## config.mk

```make
export PLATFORM = sky130hd
export DESIGN_NAME = mem_responder_flat
export DESIGN_NICKNAME = d
export VERILOG_FILES = /design/src/rtl/mem_if.sv /design/src/rtl/mem_responder.sv /design/src/flat_wrapper.sv
export SDC_FILE = /design/constraint.sdc
export NUM_CORES = 1
export LEC_CHECK = 0
export BUFFER_PORTS_ARGS = -buffer_cell sky130_fd_sc_hd__buf_4
export CORE_ASPECT_RATIO = 0.8
export CORE_UTILIZATION = 56
export CTS_BUF_LIST = sky130_fd_sc_hd__clkbuf_8
export DETAILED_ROUTE_END_ITERATION = 12
export MAX_ROUTING_LAYER = met4
export PLACE_DENSITY_LB_ADDON = 0.12
export SYNTH_ARGS = -nofsm -noshare
export SYNTH_HDL_FRONTEND = slang
export SYNTH_SLANG_ARGS = --single-unit
```

## constraint.sdc

```tcl
create_clock -name clk -period 3.75 [get_ports clk]
set_input_delay 0.1875 -clock clk [delete_from_list [all_inputs] [get_ports clk]]
set_output_delay 0.1875 -clock clk [all_outputs]
set_load 0.02 [all_outputs]
```

## src/rtl/mem_if.sv

```systemverilog
// Bus bundle between a strobe-driven initiator and the mem_responder.
interface mem_if #(
    parameter int ADDR_W = 5,
    parameter int DATA_W = 8,
    parameter int CNT_W  = 16
);
    logic              read;
    logic              write;
    logic [ADDR_W-1:0] addr;
    logic [DATA_W-1:0] data_in;
    logic [DATA_W-1:0] data_out;
    logic              ready;
    logic              prot_err;
    logic [CNT_W-1:0]  rd_count;
    logic [CNT_W-1:0]  wr_count;

    modport master (
        output read, write, addr, data_in,
        input  data_out, ready, prot_err, rd_count, wr_count
    );

    modport slave (
        input  read, write, addr, data_in,
        output data_out, ready, prot_err, rd_count, wr_count
    );
endinterface

```

## src/rtl/mem_responder.sv

```systemverilog
// Word memory responder with programmable wait states, 4-phase ready handshake,
// sticky protocol-error flag and saturating access counters.
module mem_responder #(
    parameter int ADDR_W      = 5,
    parameter int DATA_W      = 8,
    parameter int WAIT_STATES = 2,
    parameter int CNT_W       = 16
) (
    input  logic  clk,
    input  logic  rst,
    mem_if.slave  bus
);
    localparam int DEPTH = 2 ** ADDR_W;

    typedef enum logic [1:0] {IDLE, WAIT, DONE} state_t;

    state_t            state, state_nxt;
    logic [3:0]        cnt, cnt_nxt;
    logic              op_wr, op_wr_nxt;
    logic [ADDR_W-1:0] addr_l, addr_l_nxt;
    logic [DATA_W-1:0] data_l, data_l_nxt;
    logic [DATA_W-1:0] dout_q, dout_nxt;
    logic              ready_q, ready_nxt;
    logic              perr_q, perr_nxt;
    logic [CNT_W-1:0]  rd_q, rd_nxt;
    logic [CNT_W-1:0]  wr_q, wr_nxt;
    logic              mem_we;
    logic [DATA_W-1:0] mem [DEPTH];

    function automatic logic [CNT_W-1:0] sat_inc(input logic [CNT_W-1:0] v);
        return (&v) ? v : v + CNT_W'(1);
    endfunction

    always_comb begin
        state_nxt  = state;
        cnt_nxt    = cnt;
        op_wr_nxt  = op_wr;
        addr_l_nxt = addr_l;
        data_l_nxt = data_l;
        dout_nxt   = dout_q;
        ready_nxt  = ready_q;
        perr_nxt   = perr_q;
        rd_nxt     = rd_q;
        wr_nxt     = wr_q;
        mem_we     = 1'b0;
        case (state)
            IDLE: begin
                if (bus.read && bus.write) begin
                    perr_nxt = 1'b1;
                end else if (bus.read || bus.write) begin
                    op_wr_nxt  = bus.write;
                    addr_l_nxt = bus.addr;
                    data_l_nxt = bus.data_in;
                    cnt_nxt    = 4'(WAIT_STATES);
                    state_nxt  = WAIT;
                end
            end
            WAIT: begin
                // Initiator must hold exactly its own strobe for the whole wait.
                if (op_wr ? (!bus.write || bus.read) : (!bus.read || bus.write)) begin
                    perr_nxt  = 1'b1;
                    state_nxt = IDLE;
                end else if (cnt != 4'd0) begin
                    cnt_nxt = cnt - 4'd1;
                end else begin
                    if (op_wr) begin
                        mem_we = 1'b1;
                        wr_nxt = sat_inc(wr_q);
                    end else begin
                        dout_nxt = mem[addr_l];
                        rd_nxt   = sat_inc(rd_q);
                    end
                    ready_nxt = 1'b1;
                    state_nxt = DONE;
                end
            end
            DONE: begin
                if (!bus.read && !bus.write) begin
                    ready_nxt = 1'b0;
                    state_nxt = IDLE;
                end
            end
            default: state_nxt = IDLE;
        endcase
    end

    always_ff @(posedge clk or posedge rst) begin
        if (rst) begin
            state   <= IDLE;
            cnt     <= 4'd0;
            dout_q  <= '0;
            ready_q <= 1'b0;
            perr_q  <= 1'b0;
            rd_q    <= '0;
            wr_q    <= '0;
        end else begin
            state   <= state_nxt;
            cnt     <= cnt_nxt;
            dout_q  <= dout_nxt;
            ready_q <= ready_nxt;
            perr_q  <= perr_nxt;
            rd_q    <= rd_nxt;
            wr_q    <= wr_nxt;
        end
    end

    // Request latches and storage carry no reset; they are only consumed after acceptance.
    always_ff @(posedge clk) begin
        op_wr  <= op_wr_nxt;
        addr_l <= addr_l_nxt;
        data_l <= data_l_nxt;
        if (mem_we) begin
            mem[addr_l] <= data_l;
        end
    end

    assign bus.data_out = dout_q;
    assign bus.ready    = ready_q;
    assign bus.prot_err = perr_q;
    assign bus.rd_count = rd_q;
    assign bus.wr_count = wr_q;
endmodule

```

## src/flat_wrapper.sv

```systemverilog
// flat-port wrapper written by rule: the top's interface ports become plain ports
module mem_responder_flat 
#(
    parameter int ADDR_W      = 5,
    parameter int DATA_W      = 8,
    parameter int WAIT_STATES = 2,
    parameter int CNT_W       = 16
)
  (clk, rst, bus_read, bus_write, bus_addr, bus_data_in, bus_data_out, bus_ready, bus_prot_err, bus_rd_count, bus_wr_count);
  mem_if #(.ADDR_W(ADDR_W), .DATA_W(DATA_W), .CNT_W(CNT_W)) bus_i ();
  input  logic clk;
  input  logic rst;
  input wire logic [$bits(bus_i.read)-1:0] bus_read;
  input wire logic [$bits(bus_i.write)-1:0] bus_write;
  input wire logic [$bits(bus_i.addr)-1:0] bus_addr;
  input wire logic [$bits(bus_i.data_in)-1:0] bus_data_in;
  output wire logic [$bits(bus_i.data_out)-1:0] bus_data_out;
  output wire logic [$bits(bus_i.ready)-1:0] bus_ready;
  output wire logic [$bits(bus_i.prot_err)-1:0] bus_prot_err;
  output wire logic [$bits(bus_i.rd_count)-1:0] bus_rd_count;
  output wire logic [$bits(bus_i.wr_count)-1:0] bus_wr_count;
  assign bus_i.read = bus_read;
  assign bus_i.write = bus_write;
  assign bus_i.addr = bus_addr;
  assign bus_i.data_in = bus_data_in;
  assign bus_data_out = bus_i.data_out;
  assign bus_ready = bus_i.ready;
  assign bus_prot_err = bus_i.prot_err;
  assign bus_rd_count = bus_i.rd_count;
  assign bus_wr_count = bus_i.wr_count;
  mem_responder #(.ADDR_W(ADDR_W), .DATA_W(DATA_W), .WAIT_STATES(WAIT_STATES), .CNT_W(CNT_W)) u_core (.clk(clk), .rst(rst), .bus(bus_i));
endmodule
```

==> PnR_summary.wiki, run 1 <==
{| class="wikitable"
! Metric !! Value
|-
| Result of the run || completed
|-
| Post-layout power || 8.08 mW
|-
| Data required time at the worst endpoint || 3.92 ns
|-
| Clock transition at path regs || 0.06 ns
|-
| Setup repair after global routing missed its margin || false
|-
| Peak supply drop || 0.371 mV
|-
| Floorplan Core Area || 22500 sq um
|-
| Most numerous cell in the Yosys netlist || edfxtp_1
|-
| Multiplexer fraction of the synthesized cell area || 11.2%
|-
| Total detailed-routing wirelength || 30.1 mm
|-
| DRC viols || 0
|-
| Cell at the root of the clock tree || clkbuf_8
|-
| Via count || 7399
|-
| Class of the most critical hold timing path || input port to flip-flop
|-
| Delay of the slowest critical-path stage || 0.71 ns
|-
| Chip Height || 138 um
|-
| Worst-Margin Slew || 1.18 ns
|-
| Synth top area share || 63.1%
|-
| Worst path buffer plus inverter count || 1
|-
| Number of antenna violations at the first check in global routing || 1
|-
| Chip width || 171 um
|-
| Cell taking the most area after synthesis || edfxtp_1
|-
| Proportion of synthesized chip area in sequential cells || 72.4%
|-
| Detailed-router iteration count before antenna repair || 5
|-
| Synthesized-area fraction occupied by adder cells || 0.292%
|-
| Final Max Tran Viols || 0
|-
| Final period util || 79.3%
|-
| CTS tree || done
|-
| Final GP Congestion || 0.916
|-
| Post-Synthesis Net Count || 771
|-
| Count of flip-flops with a built-in enable after synthesis || 270
|-
| Ports || 59
|-
| Leakage power || 5.25 nW
|-
| Ratio of routed vias to standard cells || 6.13
|-
| Top cells by count, synth || 270 x edfxtp_1, 63 x nor2_1, 59 x mux2i_1, 48 x dfrtp_1, 28 x mux4_2
|-
| Area of the die || 23600 sq um
|-
| Tightest hold margin || 0.336 ns
|-
| CTS HTree Levels || 2
|-
| Cell family contributing the most delay on the critical path || simple AND/OR/NAND/NOR gates
|-
| Share of async-settable or async-resettable flops after synthesis || 15.1%
|-
| Port Buffer Count || 58
|-
| Maximum fanout encountered on the critical timing path || 8
|-
| Post-detailed-route count of antenna-violating nets || 0
|-
| Max Root-Sink Buffers || 3
|-
| Post-route insts no fill || 1207
|-
| First-pass GRT wire length || 45.1 mm
|-
| Area of the mapped netlist || 12900 sq um
|-
| Mapped Avg Cell Area || 17.1 sq um
|-
| Net count reported at finish || 881
|-
| Max Cap Viol || 0
|-
| Filler Cells Inserted || 1566
|-
| Final setup fails || 0
|-
| Total global routing track utilization || 27.7%
|-
| Main flop type after synthesis || edfxtp_1
|-
| Complex-gate fraction of the synthesized area || 4.15%
|-
| Type of the worst setup path || flip-flop to flip-flop
|-
| Fraction of the mapped netlist area in simple logic gates || 7.53%
|-
| Fraction of final layout cells sized beyond drive strength 1 || 21.2%
|-
| Number of global-route vias before repair || 7452
|-
| Number of clock buffers inserted by TritonCTS || 48
|-
| Syn. warnings || 0
|-
| Parity-gate share of the synthesized area counting xor and xnor cells || 1.98%
|-
| Post-Syn Instances || 751
|-
| Clock latency of the later-clocked register in the worst-skew pair || 0.57 ns
|-
| Routed length per placed instance || 25.0 um
|-
| Fmax || 0.336 GHz
|-
| Unique cell type count in the Yosys netlist || 71
|-
| Critical Path Sink Type || flip-flop
|-
| Pin count of the biggest net entering global routing || 72
|-
| P per Cell Area || 550 nW/um^2
|-
| Slowest stage cell, crit path || nor2_1
|-
| Hold buffer count at cts || 16
|-
| Worst Clk Skew || 0.0387 ns
|-
| Starting density of the core || 57.1%
|-
| Dominant combinational cell family by area after synthesis || multiplexers
|-
| Cell-by-cell trace of the critical path || inv_1 > ha_1 > nor3b_4 > and3_1 > nand3_1 > nor2_1
|-
| Growth of design area from synthesis to finish || 14.2%
|-
| Placed cell count || 1101
|-
| Final hold violation count || 0
|-
| Iteration-0 DRC count of the detailed router || 990
|-
| Dominant cells by area after synthesis || edfxtp_1 63%, dfrtp_1 9.3%, mux4_2 4.9%
|-
| Post-cts gate resize count || 0
|-
| Critical Path Source Type || flip-flop
|-
| Post-DP HPWL || 19.1 mm
|-
| Max-slew headroom at the worst pin || 21.5%
|-
| Post-placement setup slack || 0.835 ns
|-
| Crit path setup slack, layout || 0.776 ns
|-
| Post-route minimum period || 2.97 ns
|-
| Clk sinks || 318
|-
| Register bit total from synthesis || 318
|-
| Number of core rows || 49
|-
| Sum of overflow across all layers after global routing || 0
|-
| Post-CTS setup buffers || 0
|-
| Accumulated negative setup slack || 0 ns
|-
| Arrival time reported for the critical path endpoint || 3.14 ns
|}
==> cell families (layout without fill, tap and decap cells) <==
family | after synthesis | after routing
other cells | 0 | 1
xor+xnor | 29 | 29
compound gates | 75 | 75
mux | 100 | 100
fa+ha+maj | 3 | 3
buf+inv | 49 | 198
simple gates | 177 | 177
flops | 318 | 318
==> worst paths after layout <==
check | start | endpoint | slack, ns | cells after the start
setup / recovery | u_core.cnt[1]$_DFFE_PP0P_ | u_core.mem[31][4]$_DFFE_PP_ | 0.78 | 6
hold / removal | bus_data_in[3] | u_core.data_l[3]$_DFFE_PP_ | 0.34 | 2
setup reg to reg | u_core.cnt[1]$_DFFE_PP0P_ | u_core.mem[31][4]$_DFFE_PP_ | 0.78 | 6
hold reg to reg | u_core.bus.rd_count[7]$_DFFE_PP0P_ | u_core.bus.rd_count[7]$_DFFE_PP0P_ | 0.50 | 1
max in group asynchronous | rst | u_core.bus.data_out[3]$_DFFE_PP0P_ | 2.55 | 3
min in group asynchronous | rst | u_core.bus.rd_count[9]$_DFFE_PP0P_ | 0.49 | 3
==> layer usage <==
| metal | track usage [%] | vias up | routed length (um) | part of all wire, % |
|---|---|---|---|---|
| met5 | - | - | 0 | 0 |
| met4 | 8.38 | 0 | 675 | 2.2 |
| met3 | 6.52 | 55 | 3040 | 10 |
| met2 | 41.2 | 428 | 13900 | 46 |
| met1 | 38.4 | 3722 | 12500 | 42 |
| li1 | - | 3194 | - | - |
==> power by group <==
| part | total (mW) | leakage, nW | switching [mW] | internal [mW] |
|---|---|---|---|---|
| clock network | 2.76 | 0.534 | 1.30 | 1.46 |
| registers | 4.22 | 3.06 | 0.168 | 4.05 |
| logic | 1.10 | 1.65 | 0.671 | 0.430 |
| total | 8.08 | 5.25 | 2.14 | 5.94 |
==> placed cells by master (no fill, tap or decap), drive strengths merged, types with 8 or more instances in the layout <==
cell type    instances
dfrtp               48
a21oi               11
o22ai               22
nand4               13
buf                 77
edfxtp             270
nand2               24
clkinv              17
nor2                63
mux4                33
clkbuf              54
xor2                 9
nand3               18
inv                 30
mux2                 8
nand2b               8
xnor2               20
nor4                 9
nor3                10
dlygate4sd3         16
mux2i               59
==> flip-flops by register name, summed over array words and instances, names as in the netlist <==
| register | flops |
|---|---|
| u_core.data_l | 8 |
| u_core.bus.rd_count | 16 |
| u_core.op_wr | 1 |
| u_core.addr_l | 5 |
| u_core.mem | 256 |
| u_core.cnt | 4 |
| u_core.bus.wr_count | 16 |
| u_core.bus.data_out | 8 |
| u_core.state | 2 |
| u_core.bus.ready | 1 |
| u_core.bus.prot_err | 1 |
==> stage by stage <==
stage	utilization, %	instance area (sq um)
2_1_floorplan	-	12900
3_3_place_gp	60.4	13600
3_5_place_dp	60.4	13600
4_1_cts	65.3	14700
5_1_grt	65.3	14700
6_report	65.3	14700
==> area by class of cell <==
class | count | area [sq um] | area share [%]
multi-input cells | 384 | 3240 | 22.1
repair buffers | 93 | 751 | 5.11
well taps | 306 | 383 | 2.61
diodes | 1 | 2.50 | 0.0170
inverters | 16 | 60.1 | 0.409
clock inverters | 35 | 198 | 1.35
flip-flops and latches | 318 | 9310 | 63.4
clock buffers | 54 | 743 | 5.06
Power figures use the tool's default switching activity.
==> run 2: changes to the inputs <==
==> constraint.sdc (replaced) <==
create_clock -name clk -period 2.56 [get_ports clk]
set_input_delay 0.128 -clock clk [delete_from_list [all_inputs] [get_ports clk]]
set_output_delay 0.128 -clock clk [all_outputs]
set_load 0.02 [all_outputs]
==> run 2 against run 1 <==
Against the previous run:
- final area rose by 2.8%
- die area did not move
- core utilization is 1.8 points higher
- highest routed layer unchanged
- global-route usage up 0.25 points
- critical path type unchanged
==> PnR_summary.wiki, run 2 (synthesis gave the netlist of run 1 again) <==
{| class="wikitable"
! Metric !! Value
|-
| Result of the run || completed
|-
| Chip width || 171 um (unchanged)
|-
| Met1 usage in global routing || 39.9% (+1.6 points)
|-
| Antenna diode count || 0 (-1)
|-
| M3 GR Usage || 5.60% (-0.92 points)
|-
| Post-route minimum period || 2.41 ns (-0.559 ns)
|-
| Max reg flops || 256 (unchanged)
|-
| Clock transition at path regs || 0.06 ns (about the same)
|-
| Setup repair after global routing missed its margin || false
|-
| Class of the most critical hold timing path || input port to async pin
|-
| Total global routing track utilization || 27.9% (+0.25 points)
|-
| Sum of overflow across all layers after global routing || 0 (unchanged)
|-
| Top register by number of flip-flops || u_core.mem
|-
| Critical Path Sink Type || flip-flop
|-
| Critical Path Source Type || flip-flop
|-
| First element of the critical path || u_core.addr_l[1]$_DFFE_PP_
|-
| Slack of the worst reg-to-reg path || 0.15 ns (-0.63 ns)
|-
| Fmax || 0.414 GHz (+23%)
|-
| Post-detailed-route count of antenna-violating nets || 0 (unchanged)
|-
| CTS tree || done
|-
| Ratio of routed vias to standard cells || 5.99 (-2.3%)
|-
| Most common cell after layout, fill and taps aside || edfxtp_1
|-
| Arrival time reported for the critical path endpoint || 2.86 ns (-0.28 ns)
|-
| DRC viols || 0 (unchanged)
|-
| Worst-Margin Slew || 0.660 ns (-0.518 ns)
|-
| Via count || 7564 (+2.2%)
|-
| Leakage power || 5.54 nW (+5.6%)
|-
| Global routing's busiest layer || met2
|-
| Most used cells in the layout excluding fill and tap cells || 270 x edfxtp_1, 128 x buf_4, 63 x nor2_1
|-
| Fin area || 15100 sq um (+2.8%)
|-
| Global routing met2 resource utilization || 41.0% (-0.23 points)
|-
| Post-layout power || 11.7 mW (+45%)
|-
| Final setup fails || 0 (unchanged)
|-
| Accumulated negative setup slack || 0 ns (unchanged)
|-
| Area of the die || 23600 sq um (unchanged)
|-
| Clk sinks || 318 (unchanged)
|-
| Starting density of the core || 57.1% (unchanged)
|-
| Delay of the slowest critical-path stage || 0.49 ns (-0.22 ns)
|-
| Ports || 59 (unchanged)
|-
| Net count reported at finish || 938 (+6.5%)
|-
| Max-slew headroom at the worst pin || 55.9% (+34 points)
|-
| Final hold violation count || 0 (unchanged)
|-
| Cell at the root of the clock tree || clkbuf_8
|-
| Total detailed-routing wirelength || 30.5 mm (+1.4%)
|-
| Type of the worst setup path || flip-flop to flip-flop
|-
| Routed length per placed instance || 24.2 um (-3.1%)
|-
| Cell family contributing the most delay on the critical path || buffers and inverters
|-
| Final GP Congestion || 0.895 (-2.4%)
|-
| Peak supply drop || 0.650 mV (+75%)
|-
| Number of clock buffers inserted by TritonCTS || 49 (+2.1%)
|-
| Max Root-Sink Buffers || 3 (unchanged)
|-
| Slowest stage cell, crit path || mux2i_1
|-
| Number of antenna violations at the first check in global routing || 0 (-1)
|-
| Max Cap Viol || 0 (unchanged)
|-
| Post-CTS setup buffers || 0 (unchanged)
|-
| Detailed-router iteration count before antenna repair || 5 (unchanged)
|-
| Floorplan Core Area || 22500 sq um (unchanged)
|-
| Tightest hold margin || 0.163 ns (-0.173 ns)
|-
| P per Cell Area || 774 nW/um^2 (+41%)
|-
| Port Buffer Count || 58 (unchanged)
|-
| Reg2reg start || u_core.addr_l[1]$_DFFE_PP_
|-
| Final Max Tran Viols || 0 (unchanged)
|-
| First-pass GRT wire length || 45.3 mm (+0.26%)
|-
| Maximum fanout encountered on the critical timing path || 26 (+18)
|-
| Clock latency of the later-clocked register in the worst-skew pair || 0.57 ns (about the same)
|-
| Data required time at the worst endpoint || 3.00 ns (-0.92 ns)
|-
| Number of global-route vias before repair || 7472 (+0.27%)
|-
| CP most frequent cell || buf_12
|-
| Filler Cells Inserted || 1558 (-0.51%)
|-
| Iteration-0 DRC count of the detailed router || 1003 (+1.3%)
|-
| Cell-by-cell trace of the critical path || buf_12 > buf_12 > mux2i_1 > o32ai_1 > nor4_1 > buf_4 > a21oi_1
|-
| Post-place instance area || 14100 sq um (+3.5%)
|-
| Fraction of final layout cells sized beyond drive strength 1 || 26.1% (+4.9 points)
|-
| Post-layout utilization of the core || 67.1% (+1.8 points)
|-
| Chip Height || 138 um (unchanged)
|-
| Worst Clk Skew || 0.0314 ns (-0.00731 ns)
|-
| Growth of design area from synthesis to finish || 17.4%
|-
| Number of core rows || 49 (unchanged)
|-
| Pin count of the biggest net entering global routing || 40 (-44%)
|-
| Post-DP HPWL || 19.8 mm (+3.8%)
|-
| Worst path buffer plus inverter count || 3 (+2)
|-
| Final period util || 94.3% (+15 points)
|-
| CTS HTree Levels || 2 (unchanged)
|}
[run 2: timing repair]
item / in CTS / in global routing
hold buffers: 16 / 0
endpoints found under the hold margin: 38 / 0
resized for setup: 0 / 2
endpoints found under the setup margin: 0 / 84
[run 2: worst paths after layout]
| check | endpoint | cells past startpoint |
|---|---|---|
| min in group clk | u_core.data_l[5]$_DFFE_PP_ | 2 |
| max in group asynchronous | u_core.cnt[3]$_DFFE_PP0P_ | 4 |
| min | u_core.bus.rd_count[15]$_DFFE_PP0P_ | 3 |
| min reg2reg | u_core.bus.prot_err$_DFFE_PP0P_ | 2 |
| max reg2reg | u_core.bus.data_out[5]$_DFFE_PP0P_ | 7 |
| max | u_core.bus.data_out[5]$_DFFE_PP0P_ | 7 |
[run 2: cell type report]
type	instances	area [sq um]	area share [%]
clock buffers	51	702	4.65
inverters	16	60.1	0.398
well taps	306	383	2.54
repair buffers	149	1220	8.09
multi-input cells	384	3250	21.5
flip-flops and latches	318	9310	61.7
clock inverters	39	168	1.11
[run 2: worst register-to-register path, stage by stage, from the launching register on]
cell and delay (ns):
edfxtp_1 0.38, buf_12 0.24, buf_12 0.27, mux2i_1 0.49
o32ai_1 0.18, nor4_1 0.48, buf_4 0.19, a21oi_1 0.06
[run 2: report_power, final]
group | switching (mW) | total [mW] | leakage, nW | internal, mW
sequential | 0.160 | 6.09 | 3.06 | 5.93
combinational | 1.11 | 1.82 | 1.96 | 0.718
clock | 1.92 | 3.77 | 0.518 | 1.85
total | 3.18 | 11.7 | 5.54 | 8.51
[run 2: through the flow]
step,setup slack [ns],instances
floorplan,0.260,751
global placement,0.158,1157
detailed placement,0.0823,1157
CTS,0.0633,1263
global route,0.0804,1263
finish,0.145,1263
[run 2: layer usage]
metal	wire length, um	vias to the layer above
met1	13200	3793
li1	-	3294
met2	13800	412
met5	0	-
met3	2820	65
met4	696	0
==> run 3: changes to the inputs <==
--- a/config.mk
+++ b/config.mk
@@ -7,8 +7,7 @@
 export LEC_CHECK = 0
 export BUFFER_PORTS_ARGS = -buffer_cell sky130_fd_sc_hd__buf_4
 export CORE_ASPECT_RATIO = 0.8
-export CORE_UTILIZATION = 56
-export CTS_BUF_LIST = sky130_fd_sc_hd__clkbuf_8
+export CORE_UTILIZATION = 45
 export DETAILED_ROUTE_END_ITERATION = 12
 export MAX_ROUTING_LAYER = met4
 export PLACE_DENSITY_LB_ADDON = 0.12
==> run 3 against run 2 <==
Against the previous run:
- worst setup slack gained 0.016 ns
- first-iteration DRC count shrank 28%
- sequential cell count is the same
- clock skew shrank 0.019 ns
- total power grew 8.4%
- core utilization shrank 12 points
- critical path depth shrank 3
- non-clock buffer count grew 2
- largest power group unchanged
==> PnR_summary.wiki, run 3 (synthesis gave the netlist of run 1 again) <==
{| class="wikitable"
! Metric !! Value
|-
| Number of core rows || 54 (+10%)
|-
| P per Cell Area || 825 nW/um^2 (+6.6%)
|-
| Slack of the worst reg-to-reg path || 0.16 ns (+0.02 ns)
|-
| Most used cells in the layout excluding fill and tap cells || 270 x edfxtp_1, 131 x buf_4, 63 x nor2_1
|-
| Maximum fanout encountered on the critical timing path || 12 (-54%)
|-
| Class of the most critical hold timing path || input port to flip-flop
|-
| Antenna diode count || 0 (unchanged)
|-
| Setup repair after global routing missed its margin || false
|-
| Final hold violation count || 0 (unchanged)
|-
| Port Buffer Count || 58 (unchanged)
|-
| Post-layout utilization of the core || 55.4% (-12 points)
|-
| Final period util || 93.7% (-0.61 points)
|-
| Top register by number of flip-flops || u_core.mem
|-
| Cell at the root of the clock tree || clkbuf_16
|-
| Area used by multi-input combinational logic || 3240 sq um (-0.31%)
|-
| Final setup fails || 0 (unchanged)
|-
| CTS HTree Levels || 1 (-1)
|-
| DRC viols || 0 (unchanged)
|-
| Starting density of the core || 46.4% (-11 points)
|-
| Worst-Margin Slew || 1.05 ns (+0.388 ns)
|-
| Floorplan Core Area || 27700 sq um (+23%)
|-
| Slowest stage cell, crit path || edfxtp_1
|-
| Post-detailed-route count of antenna-violating nets || 0 (unchanged)
|-
| Max-slew headroom at the worst pin || 30.0% (-26 points)
|-
| Post-route minimum period || 2.40 ns (-0.0157 ns)
|-
| Clk sinks || 318 (unchanged)
|-
| Final Max Tran Viols || 0 (unchanged)
|-
| Accumulated negative setup slack || 0 ns (unchanged)
|-
| Fraction of final layout cells sized beyond drive strength 1 || 25.7% (-0.45 points)
|-
| Leakage power || 5.54 nW (about the same)
|-
| Result of the run || completed
|-
| Area used by sequential logic in the layout || 9310 sq um (unchanged)
|-
| Post-cts gate resize count || 0 (unchanged)
|-
| Routed length per placed instance || 23.8 um (-1.5%)
|-
| Clock transition at path regs || 0.06 ns (about the same)
|-
| Worst Clk Skew || 0.0123 ns (-0.0191 ns)
|-
| Worst path buffer plus inverter count || 1 (-2)
|-
| Iteration-0 DRC count of the detailed router || 719 (-28%)
|-
| Max reg flops || 256 (unchanged)
|-
| Number of global-route vias before repair || 7336 (-1.8%)
|-
| Ratio of routed vias to standard cells || 5.68 (-5.1%)
|-
| Cell family contributing the most delay on the critical path || compound AO/OA/AOI/OAI gates
|-
| Growth of design area from synthesis to finish || 19.4%
|-
| Critical Path Sink Type || flip-flop
|-
| Data required time at the worst endpoint || 3.08 ns (+0.08 ns)
|-
| Post-CTS setup buffers || 0 (unchanged)
|-
| Ports || 59 (unchanged)
|-
| Via count || 7336 (-3.0%)
|-
| Fmax || 0.417 GHz (+0.65%)
|-
| Number of clock buffers inserted by TritonCTS || 31 (-37%)
|-
| Cell-by-cell trace of the critical path || buf_4 > or3b_2 > o221ai_1 > o22a_1
|-
| CTS tree || done
|-
| Total global routing track utilization || 22.3% (-5.7 points)
|-
| Max Root-Sink Buffers || 3 (unchanged)
|-
| Type of the worst setup path || flip-flop to flip-flop
|-
| Delay of the slowest critical-path stage || 0.69 ns (+0.20 ns)
|-
| Total detailed-routing wirelength || 30.7 mm (+0.67%)
|-
| Number of antenna violations at the first check in global routing || 0 (unchanged)
|-
| Chip width || 191 um (+11%)
|-
| Pin count of the biggest net entering global routing || 49 (+23%)
|-
| Sum of overflow across all layers after global routing || 0 (unchanged)
|-
| Most common cell after layout, fill and taps aside || edfxtp_1
|-
| Detailed-router iteration count before antenna repair || 5 (unchanged)
|-
| Net count reported at finish || 922 (-1.7%)
|-
| First-pass GRT wire length || 46.3 mm (+2.3%)
|-
| Area of the die || 29300 sq um (+24%)
|-
| Chip Height || 153 um (+11%)
|-
| Critical Path Source Type || flip-flop
|-
| Filler Cells Inserted || 2215 (+42%)
|-
| Max Cap Viol || 0 (unchanged)
|-
| Arrival time reported for the critical path endpoint || 2.92 ns (+0.06 ns)
|-
| Peak supply drop || 0.634 mV (-2.4%)
|-
| Final GP Congestion || 0.891 (-0.44%)
|-
| Post-DP HPWL || 19.7 mm (-0.43%)
|-
| Clock latency of the later-clocked register in the worst-skew pair || 0.59 ns (+0.02 ns)
|}
==> run 3: changes by cell type in the layout (fill, tap and decap cells not counted), sizes merged <==
cell / delta
buf: +2
bufinv: +5
clkbuf: -18
clkinv: -5
clkinvlp: +2
inv: -16
==> run 3: final timing paths <==
| check | to | depth (start not counted) | from |
|---|---|---|---|
| setup reg to reg | u_core.bus.data_out[4]$_DFFE_PP0P_ | 4 | u_core.addr_l[3]$_DFFE_PP_ |
| min in group asynchronous | u_core.bus.wr_count[2]$_DFFE_PP0P_ | 3 | rst |
| hold reg to reg | u_core.bus.prot_err$_DFFE_PP0P_ | 2 | u_core.bus.prot_err$_DFFE_PP0P_ |
| hold / removal | u_core.data_l[3]$_DFFE_PP_ | 2 | bus_data_in[3] |
| setup / recovery | u_core.bus.data_out[4]$_DFFE_PP0P_ | 4 | u_core.addr_l[3]$_DFFE_PP_ |
| max in group asynchronous | u_core.cnt[2]$_DFFE_PP0P_ | 3 | rst |
==> run 3: per-layer routing <==
layer	vias up	global-route usage, %	routed length, um
li1	3259	-	-
met1	3756	31.2	13800
met2	273	33.2	14100
met3	48	4.41	2110
met4	0	5.94	696
met5	-	-	0
==> run 3: report_power, final <==
part	switching, mW	internal (mW)	total, mW
Clock	2.00	2.74	4.74
Combinational	1.10	0.721	1.82
Sequential	0.175	5.93	6.11
==> run 3: what timing repair did <==
action,in CTS,in global routing
endpoints found under the hold margin,65,0
hold buffers,16,0
endpoints found under the setup margin,0,0
==> run 3: metrics by stage <==
stage	total power [mW]	instance area (sq um)	hold WS, ns	cells	worst slack (ns)
final	12.7	15300	0.264	1291	0.161
after global routing	13.1	15300	0.246	1291	0.0192
after CTS	12.8	15300	0.241	1291	0.159
after detailed placement	8.02	14100	0.307	1217	0.197
after global placement	7.99	14100	0.306	1217	0.214
after floorplan	7.26	12900	0.227	751	0.260
==> run 3: cell type report <==
class / instances / area share (%)
inverter: 16 / 0.391
tap: 364 / 2.97
timing repair buffer: 151 / 7.97
sequential: 318 / 60.7
clock buffer: 33 / 5.10
clock inverter: 25 / 1.80
multi-input combinational: 384 / 21.1
